File: src/rtl/ram_arb_pkg.sv
// ram_arb_pkg: shared definitions for the dual round-robin RAM arbiter.
//   - MaxPorts / IdxWidth: upper bound on requesters and the port-index width
//   - clog2: constant-friendly ceiling log2
//   - rr_pick_t / rr_search: round-robin winner search starting after a pointer
package ram_arb_pkg;

    localparam int MaxPorts = 8;

    function automatic int clog2(input int value);
        int result;
        result = 0;
        for (int i = 0; i < 31; i++) begin
            if ((1 << i) < value) begin
                result = i + 1;
            end
        end
        return result;
    endfunction

    // Width of a port index, sized for the largest supported port count.
    localparam int IdxWidth = clog2(MaxPorts);

    typedef struct packed {
        logic                found;
        logic [IdxWidth-1:0] idx;
    } rr_pick_t;

    // First requesting port found when scanning ptr+1, ptr+2, ... modulo
    // num_ports. Requests at or above num_ports are never considered.
    function automatic rr_pick_t rr_search(input logic [MaxPorts-1:0] req,
                                           input logic [IdxWidth-1:0] ptr,
                                           input int                  num_ports);
        rr_pick_t pick;
        int       cand;
        pick = '0;
        for (int k = 1; k <= MaxPorts; k++) begin
            cand = (int'(ptr) + k) % num_ports;
            if (k <= num_ports && !pick.found && req[cand[IdxWidth-1:0]]) begin
                pick.found = 1'b1;
                pick.idx   = cand[IdxWidth-1:0];
            end
        end
        return pick;
    endfunction

endpackage

File: src/rtl/ram_arbiter_rr.sv
// rr_arbiter: single round-robin arbiter with a last-grant pointer.
// Ports:
//   clk, rst_n  clock, asynchronous active-low reset
//   req         request vector, one bit per port
//   enable      allows the candidate to be granted this cycle (0 = withhold)
//   grant       one-hot grant, zero when nothing granted
//   idx         index of the round-robin candidate (valid when grant != 0)
// The pointer resets to NumPorts-1 so port 0 has first priority, and only
// moves when a grant is actually issued.
module rr_arbiter
    import ram_arb_pkg::*;
#(
    parameter int NumPorts = 4
) (
    input  logic                clk,
    input  logic                rst_n,
    input  logic [NumPorts-1:0] req,
    input  logic                enable,
    output logic [NumPorts-1:0] grant,
    output logic [IdxWidth-1:0] idx
);

    logic [IdxWidth-1:0] ptr;
    logic [MaxPorts-1:0] req_ext;
    rr_pick_t            pick;

    assign req_ext = MaxPorts'(req);
    assign pick    = rr_search(req_ext, ptr, NumPorts);
    assign idx     = pick.idx;

    always_comb begin
        // NOTE: every always_comb output gets a default first so no latch is inferred.
        grant = '0;
        for (int i = 0; i < NumPorts; i++) begin
            if (enable && pick.found && pick.idx == IdxWidth'(i)) begin
                grant[i] = 1'b1;
            end
        end
    end

    always_ff @(posedge clk or negedge rst_n) begin
        // NOTE: registered state uses non-blocking assignments only.
        if (!rst_n) begin
            ptr <= IdxWidth'(NumPorts - 1);
        end else if (enable && pick.found) begin
            ptr <= pick.idx;
        end
    end

endmodule

File: src/rtl/ram_arbiter.sv
// ram_arbiter: shares one dual-port RAM (one write port, one read port)
// among NumPorts requesters using two independent round-robin arbiters.
// Ports:
//   clk, rst_n                      clock, asynchronous active-low reset
//   req_valid/req_write             per-port request and direction (1 = write)
//   req_addr/req_wdata/req_mask     packed per-port address, data, mask (1 = keep bit)
//   req_ready                       combinational accept, one write + one read max
//   resp_valid/resp_data            one-hot read response, one cycle after read accept
//   ram_write_*                     RAM write port, issued in the accept cycle
//   ram_read_en/addr, ram_read_data RAM read port; data registered by the RAM
// Optional macro RAM_ARB_RAW_STALL_EN: a read that targets the address being
// written in the same cycle is withheld and re-arbitrated the next cycle.
module ram_arbiter
    import ram_arb_pkg::*;
#(
    parameter int NumPorts  = 4,
    parameter int DataWidth = 16,
    parameter int AddrWidth = 10
) (
    input  logic                          clk,
    input  logic                          rst_n,
    input  logic [NumPorts-1:0]           req_valid,
    input  logic [NumPorts-1:0]           req_write,
    input  logic [NumPorts*AddrWidth-1:0] req_addr,
    input  logic [NumPorts*DataWidth-1:0] req_wdata,
    input  logic [NumPorts*DataWidth-1:0] req_mask,
    output logic [NumPorts-1:0]           req_ready,
    output logic [NumPorts-1:0]           resp_valid,
    output logic [DataWidth-1:0]          resp_data,
    output logic                          ram_write_en,
    output logic [AddrWidth-1:0]          ram_write_addr,
    output logic [DataWidth-1:0]          ram_write_data,
    output logic [DataWidth-1:0]          ram_write_mask,
    output logic                          ram_read_en,
    output logic [AddrWidth-1:0]          ram_read_addr,
    input  logic [DataWidth-1:0]          ram_read_data
);

    logic [NumPorts-1:0]  w_req;
    logic [NumPorts-1:0]  r_req;
    logic [NumPorts-1:0]  w_grant;
    logic [NumPorts-1:0]  r_grant;
    logic [IdxWidth-1:0]  w_idx;
    logic [IdxWidth-1:0]  r_idx;
    logic                 w_issue;
    logic                 r_issue;
    logic                 r_enable;
    logic [AddrWidth-1:0] w_addr;
    logic [AddrWidth-1:0] r_addr;
    logic [DataWidth-1:0] w_data;
    logic [DataWidth-1:0] w_mask;
    logic                 rd_pending;
    logic [IdxWidth-1:0]  rd_idx;

    assign w_req = req_valid & req_write;
    assign r_req = req_valid & ~req_write;

    // Fields of each arbiter's candidate. The index is always below NumPorts.
    always_comb begin
        w_addr = req_addr[int'(w_idx)*AddrWidth +: AddrWidth];
        w_data = req_wdata[int'(w_idx)*DataWidth +: DataWidth];
        w_mask = req_mask[int'(w_idx)*DataWidth +: DataWidth];
        r_addr = req_addr[int'(r_idx)*AddrWidth +: AddrWidth];
    end

`ifdef RAM_ARB_RAW_STALL_EN
    // A pending read implies a read candidate exists; if it collides with the
    // write being issued, hold the read so it sees the new data next cycle.
    assign r_enable = rst_n & ~(w_issue & (|r_req) & (w_addr == r_addr));
`else
    assign r_enable = rst_n;
`endif

    // Grants are gated by rst_n so nothing is accepted while reset is held.
    rr_arbiter #(.NumPorts(NumPorts)) u_write_arb (
        .clk    (clk),
        .rst_n  (rst_n),
        .req    (w_req),
        .enable (rst_n),
        .grant  (w_grant),
        .idx    (w_idx)
    );

    rr_arbiter #(.NumPorts(NumPorts)) u_read_arb (
        .clk    (clk),
        .rst_n  (rst_n),
        .req    (r_req),
        .enable (r_enable),
        .grant  (r_grant),
        .idx    (r_idx)
    );

    assign w_issue   = |w_grant;
    assign r_issue   = |r_grant;
    assign req_ready = w_grant | r_grant;

    assign ram_write_en   = w_issue;
    assign ram_write_addr = w_issue ? w_addr : '0;
    assign ram_write_data = w_issue ? w_data : '0;
    assign ram_write_mask = w_issue ? w_mask : '0;
    assign ram_read_en    = r_issue;
    assign ram_read_addr  = r_issue ? r_addr : '0;

    // Remember which port owns the read data the RAM returns next cycle.
    always_ff @(posedge clk or negedge rst_n) begin
        if (!rst_n) begin
            rd_pending <= 1'b0;
            rd_idx     <= '0;
        end else begin
            rd_pending <= r_issue;
            if (r_issue) begin
                rd_idx <= r_idx;
            end
        end
    end

    always_comb begin
        resp_valid = '0;
        for (int i = 0; i < NumPorts; i++) begin
            if (rd_pending && rd_idx == IdxWidth'(i)) begin
                resp_valid[i] = 1'b1;
            end
        end
    end

    assign resp_data = rd_pending ? ram_read_data : '0;

endmodule
File: config.mk
export PLATFORM = sky130hd
export DESIGN_NAME = ram_arbiter
export DESIGN_NICKNAME = d
export VERILOG_FILES = /design/src/rtl/ram_arb_pkg.sv /design/src/rtl/ram_arbiter_rr.sv /design/src/rtl/ram_arbiter.sv
export SDC_FILE = /design/constraint.sdc
export NUM_CORES = 1
export LEC_CHECK = 0
export ABC_AREA = 1
export BUFFER_PORTS_ARGS = -buffer_cell sky130_fd_sc_hd__buf_2
export CORE_UTILIZATION = 30
export DETAILED_ROUTE_END_ITERATION = 8
export PLACE_DENSITY = 0.74
export RECOVER_POWER = 25
export SYNTH_ARGS = -nofsm -noshare
export SYNTH_HDL_FRONTEND = slang
export SYNTH_SLANG_ARGS = --single-unit
File: constraint.sdc
create_clock -name clk -period 5.4 [get_ports clk]
set_input_delay 0.54 -clock clk [delete_from_list [all_inputs] [get_ports clk]]
set_output_delay 0.54 -clock clk [all_outputs]
set_load 0.05 [all_outputs]
# == After elaboration in Yosys (flattened, before gate mapping) ==
# Cells that the tools add are included.
# word_totals
regBits,8
latch_bits,0
mem_bits_rw,0
romBits,0
in_bits,194
output_inout_bits,78
memories,0
# classes
add_sub_neg,8
n_mul,2
div,0
magnitude_cmp,8
n_eq_ne,9
shift,4
n_mux,41
n_bitwise,12
n_reduce_logical,39
# op_table
op,count
indexed part select 64 x 8 -> 16 bit,2
indexed part select 40 x 8 -> 10 bit,2
2-to-1 mux 16 bit,3
"< comparator 3 x 4 -> 1 bit, second input constant",8
2-to-1 mux 4 bit,8
binary-select mux 1 bit (select 3 bit),8
logical AND 1 bit,20
2-to-1 mux 1 bit,20
2-to-1 mux 10 bit,2
"== test 3 x 2 -> 1 bit, second input constant",6
OR reduction 2 bit,8
"multiplier 3 x 3 -> 6 bit, second input constant",2
"== test 3 x 1 -> 1 bit, second input constant",3
zero test 3 bit,3
"adder 2 x 1 -> 2 bit, second input constant",4
"adder 2 bit, second input constant",4
"bitwise AND 1 bit, first input constant",8
bitwise AND 4 bit,2
OR reduction 4 bit,2
zero test 1 bit,6
inverter 4 bit,1
bitwise OR 4 bit,1

# == Longest topological paths before layout ==
# Gate-level depths: netlist (run 1).
# depth
ltp_word,20
mapped_depth,16
mapped_depth_nobuf,14

# == Hierarchy ==
# A second synthesis (run 1) with hierarchy kept.
# hier_totals
cells_unflattened,807
hier_area_um2,3637.2
# modules_own_cells
mod,n_inst,cells_per_inst,area_each_um2,seq_area_each_um2
ram_arbiter,1,653,2803.9,100.1
rr_arbiter,2,77,416.6,52.6

# == Least setup slack after synthesis (run 1) ==
# OpenSTA, ideal clock, no wires.
# synth_timing
path_type,register to output
startpoint,register u_write_arb.ptr[0]
endpoint,output port ram_write_addr[0]
t_arrival_ns,2.674
required_time_ns,4.860
slack_ns,2.186
stages_incl_launch_ff,13
path_buffers,2
cell_sequence,dfstp_2 -> buf_4 -> nand2_1 -> nand2_1 -> nand2_1 -> nand2_1 -> nor2_1 -> nand2_1 -> nand2_4 -> inv_2 -> clkbuf_1 -> nand2_1 -> nor2_1
# synth_via
elab_chain_cells,20
elab_cells_between_ends,47
classes_between,add/sub (4); mul (1); eq/ne (3); shift (1); mux (17); bitwise (4); reduce/logical (17)
# synth_lines
item,line_no,rtl
start: declaration,ram_arbiter_rr.sv:23,logic [IdxWidth-1:0] ptr;
start signal: assignment,ram_arbiter_rr.sv:44,ptr <= IdxWidth'(NumPorts - 1);
start signal: assignment,ram_arbiter_rr.sv:46,ptr <= pick.idx;
adder 2 x 1 -> 2 bit,ram_arb_pkg.sv:37,cand = (int'(ptr) + k) % num_ports;
OR reduction 2 bit (no source line),--,
bitwise AND 1 bit (no source line),--,
binary-select mux 1 bit (select 3 bit),ram_arb_pkg.sv:38,if (k <= num_ports && !pick.found && req[cand[IdxWidth-1:0]]) begin
2-to-1 mux 1 bit (not written as such),ram_arb_pkg.sv:38,
2-to-1 mux 4 bit,ram_arb_pkg.sv:38,
zero test 1 bit,ram_arb_pkg.sv:38,
logical AND 1 bit,ram_arb_pkg.sv:38,
(+5 left out),--,
logical AND 1 bit,ram_arb_pkg.sv:38,
2-to-1 mux 4 bit *,ram_arb_pkg.sv:38,
"== test 3 x 1 -> 1 bit, or another cell as far along",ram_arbiter_rr.sv:35,if (enable && pick.found && pick.idx == IdxWidth'(i)) begin
logical AND 1 bit,ram_arbiter_rr.sv:35,
2-to-1 mux 1 bit,ram_arbiter_rr.sv:35,
OR reduction 4 bit *,ram_arbiter.sv:93,assign w_issue = |w_grant;
named net ram_write_en,ram_arbiter.sv:30,"output logic ram_write_en,"
2-to-1 mux 10 bit *,ram_arbiter.sv:98,assign ram_write_addr = w_issue ? w_addr : '0;
end: declaration,ram_arbiter.sv:31,"output logic [AddrWidth-1:0] ram_write_addr,"
# Mark *: on every way through the listed nets, which the timed path passes. The rest lies on a longest branch. The select of a mux whose other input is x is not followed.

# == Final worst setup path (run 1) ==
# layout_timing
startpoint,register u_write_arb.ptr[0]
endpoint,output port ram_write_addr[5]
# layout_via
elab_chain_cells,20
elab_cells_between_ends,47
classes_between,add/sub (4); mul (1); eq/ne (3); shift (1); mux (17); bitwise (4); reduce/logical (17)
# layout_lines
item,line_no
adder 2 x 1 -> 2 bit,ram_arb_pkg.sv:37
OR reduction 2 bit (no source line),--
bitwise AND 1 bit (no source line),--
binary-select mux 1 bit (select 3 bit),ram_arb_pkg.sv:38
2-to-1 mux 1 bit (not written as such),ram_arb_pkg.sv:38
2-to-1 mux 4 bit,ram_arb_pkg.sv:38
zero test 1 bit,ram_arb_pkg.sv:38
logical AND 1 bit,ram_arb_pkg.sv:38
2-to-1 mux 4 bit,ram_arb_pkg.sv:38
zero test 1 bit,ram_arb_pkg.sv:38
logical AND 1 bit,ram_arb_pkg.sv:38
2-to-1 mux 4 bit,ram_arb_pkg.sv:38
zero test 1 bit,ram_arb_pkg.sv:38
logical AND 1 bit,ram_arb_pkg.sv:38
2-to-1 mux 4 bit *,ram_arb_pkg.sv:38
branches (longest 4 deep; another with multiplier 3 x 3 -> 6 bit),--
2-to-1 mux 10 bit *,ram_arbiter.sv:98
# Every way passes the cells marked *. The select of a mux whose other input is x is not followed.

==> results of run 1 <==
==> cell families after synthesis <==
logic type,Yosys count,share of synthesized area
compound gates,89,0.171
buf+inv,157,0.204
flops,7,0.0533
simple gates,427,0.571
==> Yosys cell counts (all sizes together) <==
library cell and instances:
dfstp 4, nand3 117, o22ai 2, inv 117, o21ai 34, nand3b 16, dfrtp 3, buf 31
nand4 5, a21boi 6, clkbuf 9, nand2 209, nor3 4, a21oi 25, nor2 76, o211ai 22
==> stage by stage <==
stage	std cells	hold slack (ps)	util	worst slack [ps]
finish	1059	277	0.433	1350
CTS	1057	168	0.435	1360
global placement	1053	417	0.431	1640
detailed placement	1053	421	0.431	1610
global route	1059	316	0.433	1010
floorplan	680	244	-	2190
==> worst reg2reg max path, cell delays in order (launching register included) <==
cell	delay, ps
dfstp_2	620
inv_2	140
nand3_1	100
nand3_1	80
nand2_2	130
a21oi_2	80
nand2_2	500
nand2_4	460
inv_4	390
nand2_1	200
o21ai_0	110
==> layout make-up <==
cell class | count | share of cell area
tap | 140 | 0.0371
inverter | 117 | 0.0941
clock buffer | 3 | 0.00875
antenna | 2 | 0.00106
sequential | 7 | 0.0382
clock inverter | 1 | 0.00106
timing repair buffer | 273 | 0.288
multi-input combinational | 516 | 0.532
==> final timing paths <==
| kind | startpoint | to | slack, ps | cells past startpoint |
|---|---|---|---|---|
| worst max-delay path | u_write_arb.ptr[0] | ram_write_addr[5] | 1350 | 14 |
| worst min-delay path | rst_n | rd_idx[0] | 280 | 1 |
| worst max register to register | u_write_arb.ptr[0] | u_write_arb.ptr[0] | 2510 | 10 |
| worst min register to register | u_write_arb.ptr[1] | u_write_arb.ptr[1] | 590 | 2 |
| max in group asynchronous | rst_n | u_write_arb.ptr[0] | 4750 | 1 |
| min in group clk | u_write_arb.ptr[1] | u_write_arb.ptr[1] | 590 | 2 |
==> state kept, by name, indices dropped and copies added (netlist names) <==
register         count
rd_idx               2
rd_pending           1
u_read_arb.ptr       2
u_write_arb.ptr      2
==> per-layer routing <==
layer | up-vias | GRT usage | wire length, um
li1 | 2634 | - | -
met1 | 2267 | 0.277 | 5720
met2 | 213 | 0.414 | 7120
met3 | 20 | 0.0283 | 897
met4 | 0 | 0.0744 | 299
met5 | - | 0 | 0
==> run_results.csv, run 1 <==
group,metric,value,unit
sta,fmax,0.247,GHz
floorplan,die-area,0.0117,mm^2
final_layout,seq_area,180,um^2
clocking,cts_made_buffers,3,
final_layout,n_fill_cell,1234,
global_route,grt_pass1_vias,4438,
route,ant_nets,0,
critical_path,worst-path-max-fanout,62,
place,finalWeightedCongestion,0.861,
route,drt_iter0_markers,260,
sta,max_slew.worst_pin.slew,998,ps
critical_path,crit_chain,"inv_2 > nand2_1 > nand2_1 > nand2_1 > nand2_2 > a21oi_2 > nand2_2 > nand2_4 > buf_12 > nand2_1 > nand3_1 > nand2_1 > nor2_1 > buf_2",
clocking,cts_post_setup_buffers_inserted,0,
final_layout,layout.nets,1112,
logic_synthesis,yosys_register_bits,7,
sta,finalMaxSlewViolations,0,
critical_path,slowest_stage,"dfstp_2",
clocking,cts.sinks,7,
logic_synthesis,syn-cell-area,0.00338,mm^2
floorplan,dieHeight,108,um
floorplan,io_pins,272,
route,routed_wl,14.0,mm
place,placed_area,0.00469,mm^2
global_route,grt_max_degree,63,
logic_synthesis,synth_cell_type_count,32,
critical_path,max_stage_delay,620,ps
critical_path,end_kind,"output port",
final_layout,syn2layout_area_growth,39.7,%
sta,finalCritPeriodShare,0.749,
floorplan,std_cell_rows,38,
sta,finalHoldViolCount,0,
sta,fin_skew,0.203,ps
logic_synthesis,seq_area_frac_synth,0.0533,
critical_path,arrival,3510,ps
route,vias,5134,
critical_path,path_class,"reg2out",
route,dr.pass1.iters,5,
sta,rsz0062_at_grt,"no",
job,max_cap_viol_count,0,
status,run_status,"finished clean",
logic_synthesis,synth_area_leader_cell,"nand2_1",
route,drc,0,
global_route,grt_pass1_wl,21.4,mm
sta,fin_crit,4050,ps
final_layout,final_cell_mix,"buf_2 (255), nand2_1 (197), nand3_1 (112)",
logic_synthesis,synthTopCellsByArea,"nand2_1 (22%), nand3_1 (17%), inv_1 (12%), nor2_1 (8.0%), o21ai_0 (4.4%)",
logic_synthesis,ys.warnings.count,0,
global_route,antenna_found_initial,2,
clocking,htreeDepth,1,
floorplan,core-area,0.0109,mm^2
global_route,grtUsageTotal,0.229,
place,portBuffers,271,
logic_synthesis,synthCells,680,
clocking,clk_pin_slew,40,ps
clocking,cts_resized,0,
critical_path,path_buf_inv,3,
clocking,cts_hold_buf,0,
floorplan,die_x,108,um
logic_synthesis,synth_top_area_frac,0.219,
clocking,cts_tree,"yes",
critical_path,path_common_cell,"nand2_1",
final_layout,drive_gt1_frac,0.333,
final_layout,multi_input_area,0.00251,mm^2
floorplan,initial_core_util,0.310,
clocking,cts_root_buf,"clkbuf_8",
sta,report.final.setup_viol,0,
clocking,clk_latency,230,ps
critical_path,worstSetupStartpointType,"flip-flop",
route,wire_per_inst,13.3,um
global_route,overflow,0,
clocking,cts_max_path_buffers,2,
logic_synthesis,avgSynthCellArea,4.97,um^2
place,hpwl,10.9,mm
sta,slew-limit-headroom,0.334,
route,via_per_inst,4.85,
hold_path,hp-class,"in2async",
critical_path,crit_required,4860,ps
final_layout,final_common_cell,"buf_2",
sta,setup_tns,0,ps
critical_path,path_delay_family,"simple AND/OR/NAND/NOR gates",
final_layout,design_area,0.00472,mm^2
logic_synthesis,syn_nets,874,
Power of run 1 is left out: the tool's default activity adds up to more than one toggle a clock period on the data nets, which glitch-free logic cannot reach.
==> run 2: changes to the inputs <==
==> constraint.sdc (replaced) <==
create_clock -name clk -period 4.2 [get_ports clk]
set_input_delay 0.42 -clock clk [delete_from_list [all_inputs] [get_ports clk]]
set_output_delay 0.42 -clock clk [all_outputs]
set_load 0.05 [all_outputs]
==> run 2 against run 1 <==
Clock-buffer cell count is 1 higher. Cell area is 0.24% higher. Clock skew about the same. Sequential cell count did not move. Via count rose by 0.68%. Critical path type unchanged. First-iteration DRC count is 34% higher. Cell count did not move. Hold slack worse by 95 ps. Register-to-register slack worse by 1200 ps.
==> run_results.csv, run 2 (synthesis gave the netlist of run 1 again) <==
group,metric,value,unit
status,run_status,"finished clean",
critical_path,crit_chain,"inv_2 > nand2_1 > nand2_1 > nand2_1 > nand2_2 > nor2_2 > nor2_2 > nand2_4 > nand2_4 > inv_4 > nand2_1 > o22ai_1 > buf_2",
global_route,overflow,0,
sta,fmax,0.262,GHz
route,vias,5169,
route,drc,0,
place,portBuffers,271,
sta,finalHoldViolCount,0,
route,wire_per_inst,13.5,um
global_route,antenna_found_initial,0,
global_route,grt_pass1_vias,4638,
route,drt_iter0_markers,349,
critical_path,worstSetupStartpointType,"flip-flop",
place,finalWeightedCongestion,0.880,
floorplan,std_cell_rows,38,
floorplan,die-area,0.0117,mm^2
critical_path,path_buf_inv,3,
sta,finalMaxSlewViolations,0,
critical_path,path_common_cell,"nand2_1",
global_route,grt_pass1_wl,21.6,mm
critical_path,path_delay_family,"simple AND/OR/NAND/NOR gates",
final_layout,drive_gt1_frac,0.333,
floorplan,io_pins,272,
sta,setup_tns,0,ps
clocking,cts_max_path_buffers,2,
clocking,htreeDepth,1,
clocking,cts_made_buffers,3,
final_layout,reg.largest.list,"rd_idx x2, u_read_arb.ptr x2, u_write_arb.ptr x2",
job,max_cap_viol_count,0,
clocking,clk_latency,230,ps
clocking,cts_hold_buf,0,
clocking,cts_resized,0,
hold_path,hp-class,"in2async",
sta,fin_crit,3810,ps
sta,rsz0062_at_grt,"no",
route,ant_nets,0,
critical_path,reg2reg_from,"u_write_arb.ptr[0]",
final_layout,layout.nets,1114,
global_route,grt_max_degree,50,
critical_path,end_kind,"output port",
floorplan,initial_core_util,0.310,
clocking,clk_pin_slew,40,ps
route,routed_wl,14.3,mm
critical_path,max_stage_delay,630,ps
critical_path,arrival,3390,ps
critical_path,reg2reg_depth,12,
final_layout,diodes,0,
final_layout,syn2layout_area_growth,40.0,%
critical_path,crit_required,3780,ps
clocking,cts_post_setup_buffers_inserted,0,
clocking,cts_tree,"yes",
critical_path,ff2ff_setup_slack,1330,ps
final_layout,final_common_cell,"buf_2",
sta,report.final.setup_viol,0,
clocking,cts.sinks,7,
critical_path,r2r_end,"u_write_arb.ptr[0]",
route,via_per_inst,4.88,
global_route,grtUsageTotal,0.231,
sta,max_slew.worst_pin.slew,683,ps
critical_path,slowest_stage,"dfstp_2",
route,dr.pass1.iters,7,
sta,fin_skew,0.373,ps
final_layout,final_cell_mix,"buf_2 (254), nand2_1 (197), nand3_1 (112)",
sta,finalCritPeriodShare,0.908,
clocking,cts_root_buf,"clkbuf_8",
place,hpwl,11.0,mm
floorplan,dieHeight,108,um
critical_path,worst-path-max-fanout,39,
floorplan,die_x,108,um
floorplan,core-area,0.0109,mm^2
critical_path,path_class,"reg2out",
sta,slew-limit-headroom,0.543,
-- run 2: cell types whose count changed in the layout (fill, tap and decap cells not counted), sizes merged --
cell    change
buf         +2
clkbuf      +1
clkinv      -1
diode       -2
-- run 2: worst max-delay path by stage --
stage,from,endpoint,slack [ps],cells past startpoint
CTS,u_write_arb.ptr[0],req_ready[3],440,13
global placement,u_write_arb.ptr[0],req_ready[3],780,13
finish,u_write_arb.ptr[0],req_ready[3],390,13
detailed placement,u_write_arb.ptr[0],req_ready[3],690,13
floorplan,u_write_arb.ptr[0],ram_write_addr[0],1110,12
global route,u_write_arb.ptr[0],req_ready[3],110,13
-- run 2: final cells by class --
class / count / area [um^2]
fill: 1244 / 6160
multi-input combinational: 516 / 2510
timing repair buffer: 275 / 1380
inverter: 117 / 444
sequential: 7 / 180
tap: 140 / 175
clock buffer: 4 / 45.0
-- run 2: worst register-to-register path: cells and delay by family, from the launching register on --
family	cells	cell delay [ps]
buf+inv	2	530
flops	1	630
compound gates	1	130
simple gates	9	1510
-- run 2: metal layers --
metal | up-vias | track usage | wire, um
met5 | - | 0 | 0
met4 | 0 | 0.0411 | 115
met3 | 13 | 0.0338 | 1060
met2 | 250 | 0.428 | 7260
met1 | 2281 | 0.283 | 5840
li1 | 2625 | - | -
-- run 2: metrics by stage --
stage	instance area, um^2	instances	hold slack (ps)	util	setup WS, ps
6_report	4730	1059	182	0.434	385
5_1_grt	4730	1059	198	0.434	107
4_1_cts	4750	1059	61.1	0.436	443
3_5_place_dp	4710	1055	300	0.432	693
3_3_place_gp	4710	1055	299	0.432	780
2_1_floorplan	3380	680	124	-	1110
Power of run 2 is left out for the same reason.
==> run 3: changes to the inputs <==
==> constraint.sdc (replaced) <==
create_clock -name clk -period 4.2 [get_ports clk]
set_input_delay 0.42 -clock clk [delete_from_list [all_inputs] [get_ports clk]]
set_output_delay 0.42 -clock clk [all_outputs]
set_load 0.005 [all_outputs]
==> run 3 against run 2 <==
Register-to-register slack better by 220 ps. Cell area grew 0.32%. Sequential share of layout area hardly changed. Worst setup slack improved by 350 ps. Clock-buffer cell count is the same. Largest cell class unchanged. Critical path type unchanged. Via count is 0.50% higher. Hold slack gained 0.58 ps.
==> run_results.csv, run 3 (synthesis gave the netlist of run 1 again) <==
group,metric,value,unit
final_layout,design_area,0.00475,mm^2
critical_path,path_common_cell,"nand3_1",
sta,fmax,0.289,GHz
critical_path,crit_required,3780,ps
floorplan,io_pins,272,
critical_path,path_class,"reg2out",
critical_path,max_stage_delay,630,ps
global_route,grt_pass1_wl,21.4,mm
sta,rsz0062_at_grt,"no",
route,ant_nets,0,
final_layout,reg.largest.list,"rd_idx x2, u_read_arb.ptr x2, u_write_arb.ptr x2",
route,drt_iter0_markers,403,
sta,finalHoldViolCount,0,
job,max_cap_viol_count,0,
floorplan,die_x,108,um
place,finalWeightedCongestion,0.880,
sta,fin_skew,0.364,ps
pwr,irDropWorstVdd,0.000498,V
hold_path,hp-class,"in2async",
route,dr.pass1.iters,7,
final_layout,final_common_cell,"buf_2",
clocking,cts_root_buf,"clkbuf_8",
final_layout,layout.nets,1114,
critical_path,worst-path-max-fanout,37,
floorplan,initial_core_util,0.310,
place,dp.cells,1055,
sta,setup_tns,0,ps
global_route,grt_max_degree,51,
sta,report.final.setup_viol,0,
final_layout,final_cells,1062,
final_layout,syn2layout_area_growth,40.4,%
global_route,grt_pass1_vias,4477,
sta,finalMaxSlewViolations,0,
floorplan,dieHeight,108,um
sta,finalCritPeriodShare,0.824,
place,hpwl,10.7,mm
sta,setup_ws,739,ps
place,place_ws,944,ps
sta,fin_crit,3460,ps
sta,slew-limit-headroom,0.570,
global_route,grtUsageTotal,0.228,
place,placed_area,0.00471,mm^2
clocking,cts_hold_buf,0,
place,portBuffers,271,
critical_path,end_kind,"output port",
sta,max_slew.worst_pin.slew,643,ps
final_layout,final_cell_mix,"buf_2 (260), nand2_1 (197), nand3_1 (112)",
critical_path,arrival,3040,ps
critical_path,path_delay_family,"simple AND/OR/NAND/NOR gates",
route,vias,5195,
global_route,antenna_found_initial,3,
floorplan,std_cell_rows,38,
route,wire_per_inst,13.2,um
route,drc,0,
floorplan,core-area,0.0109,mm^2
critical_path,slowest_stage,"dfstp_2",
pwr,p_leak,3.10,nW
floorplan,die-area,0.0117,mm^2
critical_path,worstSetupStartpointType,"flip-flop",
clocking,cts_resized,0,
clocking,cts_tree,"yes",
critical_path,path_buf_inv,3,
clocking,cts.sinks,7,
clocking,clk_pin_slew,40,ps
clocking,clk_latency,230,ps
status,run_status,"finished clean",
route,routed_wl,14.0,mm
clocking,htreeDepth,1,
critical_path,crit_chain,"inv_2 > nand3_1 > nand3_1 > nand2_2 > nor2_2 > nor2_2 > nand2_4 > nand2_4 > buf_4 > nand2_1 > nand3_1 > nand2_1 > nor2_1 > buf_2",
sta,hold_slack,182,ps
final_layout,drive_gt1_frac,0.339,
route,via_per_inst,4.89,
clocking,cts_post_setup_buffers_inserted,0,
global_route,overflow,0,
clocking,cts_max_path_buffers,2,
final_layout,n_fill_cell,1259,
clocking,cts_made_buffers,3,
pwr,power.density,813,mW/mm^2
[run 3: worst paths after layout]
check | startpoint | endpoint | slack, ps | cells past startpoint
min in group clk | u_write_arb.ptr[1] | u_write_arb.ptr[1] | 590 | 2
min | rst_n | rd_pending | 180 | 1
max reg2reg | u_write_arb.ptr[0] | u_write_arb.ptr[0] | 1550 | 12
min reg2reg | u_write_arb.ptr[1] | u_write_arb.ptr[1] | 590 | 2
max | u_write_arb.ptr[0] | ram_write_addr[6] | 740 | 14
max in group asynchronous | rst_n | rd_idx[1] | 3620 | 1
[run 3: worst reg2reg max path, cell delays in order (launching register included)]
cell and delay [ps]:
dfstp_2 630, inv_2 150, nand2_1 80, nand2_1 110, nand2_1 110, nand2_2 70, nor2_2 120, nor2_2 60
nand2_4 330, nand2_4 290, inv_4 320, nand2_1 190, o21ai_0 120
[run 3: where the power goes]
part           total (W)  internal [W]  switching [W]  leakage (nW)
Combinational    0.00359       0.00123        0.00236          3.00
Sequential      0.000172      0.000113      0.0000592        0.0795
Clock          0.0000959     0.0000657      0.0000301        0.0228
Total            0.00386       0.00141        0.00245          3.10
[run 3: cell type report]
cell class                      instances  area, um^2  share of cell area
Antenna cell                            3        7.51             0.00158
Multi-Input combinational cell        516        2510               0.529
Inverter                              117         444              0.0936
Tap cell                              140         175              0.0369
Sequential cell                         7         180              0.0380
Timing Repair Buffer                  275        1390               0.292
Clock buffer                            4        45.0             0.00949
[run 3: per-layer routing]
metal	global-route usage	part of all wire	wire length (um)
met4	0.0616	0.019	261
met1	0.285	0.42	5880
met5	0	0	0
met2	0.401	0.49	6820
met3	0.0362	0.074	1040
[run 3: metrics by stage]
stage,utilization,power [W]
after floorplan,-,0.00278
after global placement,0.432,0.00373
after detailed placement,0.432,0.00376
after CTS,0.436,0.00387
after global routing,0.436,0.00434
final,0.436,0.00386
No activity file was read; power rests on OpenSTA's default activity.
